### src/rtl/dm_arb_pkg.sv
// rtl/dm_arb_pkg.sv - shared types and constants for the data-memory arbiter
package dm_arb_pkg;

    // ARB: CPU/DMA arbitration; CLEAR: zero-fill sequencer owns the memory
    typedef enum logic {
        ARB   = 1'b0,
        CLEAR = 1'b1
    } state_t;

    // Requester IDs; also the bit positions in the one-hot grant vector
    localparam logic REQ_CPU = 1'b0;
    localparam logic REQ_DMA = 1'b1;

    localparam int DEF_DEPTH_WORDS = 8192;

    localparam logic [3:0] BYTEEN_FULL = 4'hF;

endpackage

### src/rtl/rr_arb2.sv
// rtl/rr_arb2.sv - two-input round-robin arbiter with one-hot grant
//
// Ports:
//   req[1:0]  requests, bit 0 = CPU, bit 1 = DMA
//   last      ID of the most recently granted requester
//   enable    when low no grant is given
//   gnt[1:0]  one-hot grant, same bit order as req
module rr_arb2
    import dm_arb_pkg::*;
(
    input  logic [1:0] req,
    input  logic       last,
    input  logic       enable,
    output logic [1:0] gnt
);

    always_comb begin
        gnt = 2'b00;
        if (enable) begin
            case (req)
                2'b01:   gnt = 2'b01;
                2'b10:   gnt = 2'b10;
                // Contention: the side that did not win last time goes now
                2'b11:   gnt = (last == REQ_DMA) ? 2'b01 : 2'b10;
                default: gnt = 2'b00;
            endcase
        end
    end

endmodule

### src/rtl/dm_arbiter.sv
// rtl/dm_arbiter.sv - CPU/DMA data-memory arbiter with zero-fill sequencer
//
// Ports:
//   clk, rst                      clock, asynchronous active-low reset
//   cpu_* / dma_*                 requester bundles (req, we, addr, wdata, byteen)
//   cpu_stall, cpu_rdata          CPU access not performed / read data
//   dma_gnt, dma_rdata            DMA access performed / read data
//   clr_start, clr_busy, clr_done zero-fill control and status
//   dm_we/addr/wdata/byteen       drive the data memory
//   dm_rdata                      combinational read data from the memory
module dm_arbiter
    import dm_arb_pkg::*;
#(
    parameter int DEPTH_WORDS = DEF_DEPTH_WORDS,
    parameter int CNT_W       = 13
) (
    input  logic        clk,
    input  logic        rst,
    input  logic        cpu_req,
    input  logic        cpu_we,
    input  logic [31:0] cpu_addr,
    input  logic [31:0] cpu_wdata,
    input  logic [3:0]  cpu_byteen,
    output logic        cpu_stall,
    output logic [31:0] cpu_rdata,
    input  logic        dma_req,
    input  logic        dma_we,
    input  logic [31:0] dma_addr,
    input  logic [31:0] dma_wdata,
    input  logic [3:0]  dma_byteen,
    output logic        dma_gnt,
    output logic [31:0] dma_rdata,
    input  logic        clr_start,
    output logic        clr_busy,
    output logic        clr_done,
    output logic        dm_we,
    output logic [31:0] dm_addr,
    output logic [31:0] dm_wdata,
    output logic [3:0]  dm_byteen,
    input  logic [31:0] dm_rdata
);

    state_t             r_state;
    state_t             w_state_nxt;
    logic [CNT_W-1:0]   r_cnt;
    logic               r_last;
    logic               r_clr_done;
    logic [1:0]         w_gnt;
    logic               w_arb_en;
    logic               w_cnt_last;

    // Reset gates the grant so the memory sees no traffic while rst is low
    assign w_arb_en   = (r_state == ARB) && rst;
    assign w_cnt_last = (r_cnt == CNT_W'(DEPTH_WORDS - 1));

    rr_arb2 u_rr_arb2 (
        .req    ({dma_req, cpu_req}),
        .last   (r_last),
        .enable (w_arb_en),
        .gnt    (w_gnt)
    );

    always_comb begin
        w_state_nxt = r_state;
        dm_we       = 1'b0;
        dm_addr     = 32'h0;
        dm_wdata    = 32'h0;
        dm_byteen   = 4'h0;
        case (r_state)
            ARB: begin
                if (w_gnt[REQ_CPU]) begin
                    dm_we     = cpu_we;
                    dm_addr   = cpu_addr;
                    dm_wdata  = cpu_wdata;
                    dm_byteen = cpu_byteen;
                end else if (w_gnt[REQ_DMA]) begin
                    dm_we     = dma_we;
                    dm_addr   = dma_addr;
                    dm_wdata  = dma_wdata;
                    dm_byteen = dma_byteen;
                end
                if (clr_start) begin
                    w_state_nxt = CLEAR;
                end
            end
            CLEAR: begin
                dm_we     = 1'b1;
                dm_byteen = BYTEEN_FULL;
                dm_addr   = {{(30 - CNT_W){1'b0}}, r_cnt, 2'b00};
                // Exit on the last word rather than relying on overflow
                if (w_cnt_last) begin
                    w_state_nxt = ARB;
                end
            end
            default: w_state_nxt = ARB;
        endcase
    end

    always_ff @(posedge clk or negedge rst) begin
        if (!rst) begin
            r_state    <= ARB;
            r_cnt      <= '0;
            r_last     <= REQ_DMA;
            r_clr_done <= 1'b0;
        end else begin
            r_state    <= w_state_nxt;
            r_clr_done <= (r_state == CLEAR) && w_cnt_last;
            if (r_state == ARB) begin
                if (clr_start) begin
                    r_cnt <= '0;
                end
                if (|w_gnt) begin
                    r_last <= w_gnt[REQ_DMA];
                end
            end else begin
                r_cnt <= r_cnt + CNT_W'(1);
            end
        end
    end

    assign cpu_stall = cpu_req & ~w_gnt[REQ_CPU];
    assign dma_gnt   = w_gnt[REQ_DMA];
    assign cpu_rdata = dm_rdata;
    assign dma_rdata = dm_rdata;
    assign clr_busy  = (r_state == CLEAR);
    assign clr_done  = r_clr_done;

endmodule

### config.mk
export PLATFORM = sky130hd
export DESIGN_NAME = dm_arbiter
export DESIGN_NICKNAME = d
export VERILOG_FILES = /design/src/rtl/dm_arb_pkg.sv /design/src/rtl/rr_arb2.sv /design/src/rtl/dm_arbiter.sv
export SDC_FILE = /design/constraint.sdc
export NUM_CORES = 1
export LEC_CHECK = 0
export CAP_MARGIN = 20
export CELL_PAD_IN_SITES_DETAIL_PLACEMENT = 2
export CELL_PAD_IN_SITES_GLOBAL_PLACEMENT = 2
export CORE_ASPECT_RATIO = 0.6
export CORE_MARGIN = 3
export CORE_UTILIZATION = 11
export DETAILED_ROUTE_END_ITERATION = 16
export PLACE_DENSITY = 0.85
export SETUP_SLACK_MARGIN = 0.5
export SKIP_CTS_REPAIR_TIMING = 1
export SYNTH_ARGS = -nofsm -noshare
export SYNTH_HDL_FRONTEND = slang
export SYNTH_SLANG_ARGS = --single-unit
### constraint.sdc
create_clock -name clk -period 2.9 [get_ports clk]
set_input_delay 0.58 -clock clk [delete_from_list [all_inputs] [get_ports clk]]
set_output_delay 0.58 -clock clk [all_outputs]
set_load 0.1 [all_outputs]
Yosys cells after proc, flatten, opt, wreduce, memory -nomap -nowiden
Cells that the tools add are included.
{ "totals": {"register_bits": 16, "inputBits": 175} }
{ "op_classes": {"n_addsub": 1, "n_eq_ne": 4, "muxes": 20, "bitwise_logic": 3, "reduce_logical": 5} }
{ "op_table": {"columns": ["operator", "n"], "rows": [
  ["$mux 32", 5],
  ["$pmux 32 s2", 1],
  ["$mux 13", 2],
  ["$add 13x1->13 const B", 1],
  ["$eq 13x13->1 const B", 1],
  ["$mux 4", 2],
  ["$pmux 4 s2", 1],
  ["$pmux 2 s3", 1],
  ["$eq 2x2->1 const B", 2],
  ["$mux 1", 4],
  ["$mux 2", 2],
  ["$pmux 1 s2", 2],
  ["$eq 2x1->1 const B", 1],
  ["$logic_and 1x1->1", 2],
  ["$not 1->1", 2],
  ["$reduce_and 2->1", 1],
  ["$reduce_bool 2->1", 1],
  ["$reduce_or 2->1", 1],
  ["$and 1x1->1", 1]
]} }

Depth between registers and ports, before layout
{ "logic_depth": {"word_depth": 6, "depth_mapped": 6, "depth_no_buf": 5} }

Cells and area by module
A second synthesis with hierarchy kept.
{ "unflattened": {"cells_unflattened": 282, "hier_area_um2": 2237.1} }
{ "by_module_without_submodules": {"columns": ["module", "n_inst", "cells_per_inst", "area_per_inst_um2", "seq_area_each_um2"], "rows": [
  ["dm_arbiter", 1, 277, 2215.9, 401.6],
  ["rr_arb2", 1, 5, 21.3, 0.0]
]} }

Worst setup path before layout
Ideal clock, no wire load.
{ "synth_timing": {"path_kind": "register to output", "start": "register r_state (netlist: clr_busy)", "end": "output cpu_stall", "arrival_ns": 2.952, "required_ns": 2.320, "path_slack_ns": -0.632, "path_stages_with_launch": 6, "path_buffers": 2, "cell_sequence": "dfrtp_1 -> nor2b_1 -> and3_1 -> buf_2 -> buf_2 -> nor2b_1"} }
{ "synth_between": {"elab_chain_len": 5} }
{ "synth_lines": {"columns": ["item", "line", "text"], "rows": [
  ["from (decl)", "dm_arbiter.sv:43", "state_t r_state;"],
  ["from (signal assigned)", "dm_arbiter.sv:106", "r_state <= w_state_nxt;"],
  ["$not 1->1", null, null],
  ["$logic_and 1x1->1", "dm_arbiter.sv:53", "assign w_arb_en = (r_state == ARB) && rst;"],
  ["$mux 2", "rr_arb2.sv:19", "if (enable) begin"],
  ["$not 1->1", "dm_arbiter.sv:121", "assign cpu_stall = cpu_req & ~w_gnt[REQ_CPU];"],
  ["$and 1x1->1", "dm_arbiter.sv:121", null],
  ["to (decl)", "dm_arbiter.sv:24", "output logic cpu_stall,"]
]} }
Every way passes these cells.

Final worst setup path
{ "layout_timing": {"start": "register r_last", "end": "output dm_wdata[18]"} }
{ "layout_between": {"elab_chain_len": 6} }
{ "layout_lines": {"columns": ["item", "line", "text"], "rows": [
  ["from (decl)", "dm_arbiter.sv:46", "logic r_last;"],
  ["from (signal assigned)", "dm_arbiter.sv:113", "r_last <= w_gnt[REQ_DMA];"],
  ["$mux 2 (*)", "rr_arb2.sv:24", "2'b11: gnt = (last == REQ_DMA) ? 2'b01 : 2'b10;"],
  ["$pmux 2 s3 (*)", "rr_arb2.sv:20", "case (req)"],
  ["$mux 2 (*)", "rr_arb2.sv:19", null],
  ["$mux 32", "dm_arbiter.sv:76", "end else if (w_gnt[REQ_DMA]) begin"],
  ["$mux 32 (*)", "dm_arbiter.sv:71", "if (w_gnt[REQ_CPU]) begin"],
  ["$mux 32 (*)", "dm_arbiter.sv:69", "case (r_state)"],
  ["to (decl)", "dm_arbiter.sv:38", "output logic [31:0] dm_wdata,"]
]} }
Mark *: on every way between the ends. The rest lies on a longest branch, timed or not.

==> metrics.yaml <==
pwr:
  switchingPower_w: 0.000888
  clock_power_share: 0.157
  ir_worst_vdd_v: 0.000421
  cellLeakagePower_nw: 2.30
  swShare: 0.463
  power.share.combinational: 0.631
  seq_power_share: 0.212
  power_per_cell_area_nw_per_um2: 343
  p_int_w: 0.00103
sta:
  worst_pin_slew_ps: 509
  period_share: 0.876
  maxSlewViolCount: 0
  hold_violations: 0
  hold_ws_ps: 294
  fin_setup_tns_ps: 0
  setup_violations: 0
  slew_headroom: 0.660
  rsz0062_at_grt: "true"
  fin_crit_ps: 2540
  fin_skew_ps: 2.73
  fmaxAchievable_ghz: 0.394
layout:
  drive_above_1_share: 0.457
  area_delta_synth_final_pct: 167
  n_fill_cell: 1969
  nets: 593
  insertedDiodeCount: 0
synthesis:
  synth_top_cell_by_area: "buf_4"
  syn_nets: 425
  yosysTopAreaCellShare: 0.234
  ys_seq_elements: 16
  synth_cell_types: 31
  synth_area_per_cell_um2: 8.39
  yosysSeqAreaShare: 0.192
  synthesis.area_um2: 2090
  synth_most_common_cell: "buf_4"
  synth_edf_count: 0
  synth_ff_type: "dfrtp_1"
  synth_area_leaders: "buf_4 (23%), a22o_1 (21%), dfrtp_1 (18%)"
  netlist_top_cells_count: "buf_4 (65), a22o_1 (51), dfrtp_1 (15)"
  synth_warnings: 0
  syn_inst: 249
  synthArstFlopShare: 1.00
die:
  die_height_um: 113
  initial_utilization: 0.114
  rows: 38
  ios: 312
  die_w_um: 184
  die_area_um2: 20700
  core_area_um2: 18400
clock_network:
  cts_inserted_buffers: 3
  cts_sinks: 16
  tritoncts: "yes"
  clkTransAtPathRegs_ps: 50
  htreeDepth: 1
  clk_latency_ps: 250
  cts_buffer_depth: 2
  root_buffer: "clkbuf_16"
flow_run:
  cap_viol_max_count: 0
placement:
  io_buffers: 215
  hpwl_um: 11000
  place_congestion: 0.843
setup_path:
  critPathCaptureType: "output pin"
  crit_type: "reg -> out"
  critical_path_depth: 7
  cp_top_family: "buffers and inverters"
  arrival_ps: 1960
  cp_num_buf_inv: 4
  reg2regPathDepth: 5
  start_kind: "register"
  cp_max_fo: 7
  critPathSlowestCell: "dfstp_2"
  path_cells: "nand2_2, and3_4, buf_12, buf_4, buf_4, a22o_4, buf_12"
  cpPeakStageDelay_ps: 560
  worstPathRequired_ps: 2320
routing:
  routed_wl_um: 14400
  drt-initial-drc-count: 140
  drt-vias-per-instance: 4.07
  wire_per_inst_um: 22.0
  drcViolationCount: 0
  antenna_left: 0
  drt-pass1-iter-count: 5
  dr_total_vias: 2673
grt:
  grt_pass1_wl_um: 18500
  first_global_vias: 2982
  grt.overflow.total: 0
  antenna_found_initial: 0
  grt.total_usage: 0.115
  grt_start_max_net_pins: 47
outcome:
  status: "completed"
worst_hold_path:
  hp-class: "in -> async"
-- registers in the layout (all words and copies together) (netlist names) --
name,count
clr_done,1
r_cnt,13
clr_busy,1
r_last,1
-- metrics by stage --
| stage | utilization | worst slack [ps] | power [W] | area (µm²) | std cells |
|---|---|---|---|---|---|
| 3_3_place_gp | 0.275 | -22.1 | 0.00157 | 5040 | 634 |
| 3_5_place_dp | 0.275 | -140 | 0.00163 | 5040 | 634 |
| 4_1_cts | 0.279 | -154 | 0.00194 | 5130 | 638 |
| 5_1_grt | 0.304 | 289 | 0.00201 | 5590 | 656 |
| 6_report | 0.304 | 359 | 0.00192 | 5590 | 656 |
| 2_1_floorplan | - | 477 | 0.00143 | 2300 | 249 |
-- power by group through the flow --
stage / logic [W] / registers, W / clock network, W
2_1_floorplan: 0.00107 / 0.000354 / 0
3_3_place_gp: 0.00117 / 0.000397 / 0
3_5_place_dp: 0.00121 / 0.000412 / 0
4_1_cts: 0.00122 / 0.000409 / 0.000309
5_1_grt: 0.00127 / 0.000424 / 0.000317
6_report: 0.00121 / 0.000407 / 0.000301
-- metal layers --
metal / vias to the layer above / share of wire / track usage
met5: - / 0 / 0
met4: 0 / 0.0066 / 0.0151
met3: 17 / 0.070 / 0.0273
met2: 136 / 0.49 / 0.199
met1: 1315 / 0.44 / 0.148
li1: 1205 / - / -
-- cell families (layout without fill, tap and decap cells) --
group	Yosys count	count (layout)	share of synthesized area
XOR/XNOR	7	7	0.0293
adder cells (fa/ha/maj)	1	1	0.00599
multiplexers	2	2	0.00958
buffers and inverters	98	265	0.308
AO/OA/AOI/OAI	84	84	0.346
flip-flops	16	16	0.192
AND/OR/NAND/NOR	41	41	0.109
-- cells in the final DEF, fill, tap and decap left out, drive strengths merged --
| master | count |
|---|---|
| clkdlybuf4s50 | 139 |
| inv | 13 |
| a222oi | 12 |
| o31ai | 2 |
| nand4 | 3 |
| clkbuf | 12 |
| buf | 101 |
| a21o | 4 |
| ha | 1 |
| o211ai | 2 |
| nand3 | 5 |
| a21oi | 1 |
| dfstp | 1 |
| a31oi | 1 |
| a22o | 51 |
| xnor2 | 6 |
| and4 | 3 |
| nand2 | 11 |
| and2 | 1 |
| nand2b | 7 |
| dfrtp | 15 |
| xor2 | 1 |
| and3 | 2 |
| a221o | 5 |
| nor3b | 4 |
| nor2 | 3 |
| nor2b | 2 |
| mux2i | 2 |
| o21ai | 5 |
| a32oi | 1 |
-- worst paths after layout --
| path | startpoint | slack [ps] | endpoint |
|---|---|---|---|
| setup / recovery | r_last | 360 | dm_wdata[18] |
| hold / removal | rst | 290 | clr_busy |
| setup reg to reg | r_cnt[0] | 1160 | r_cnt[12] |
| hold reg to reg | r_last | 560 | r_last |
| max in group asynchronous | rst | 2350 | r_last |
| min in group clk | r_last | 560 | r_last |
-- cell type report --
type	instances	area [µm²]	area share
flip-flops and latches	16	405	0.0726
clock buffers	4	88.8	0.0159
repair buffers	248	3310	0.593
multi-input cells	135	1430	0.256
well taps	240	300	0.0538
inverters	13	48.8	0.00874
Note: power is estimated with default switching activity, not from simulation.
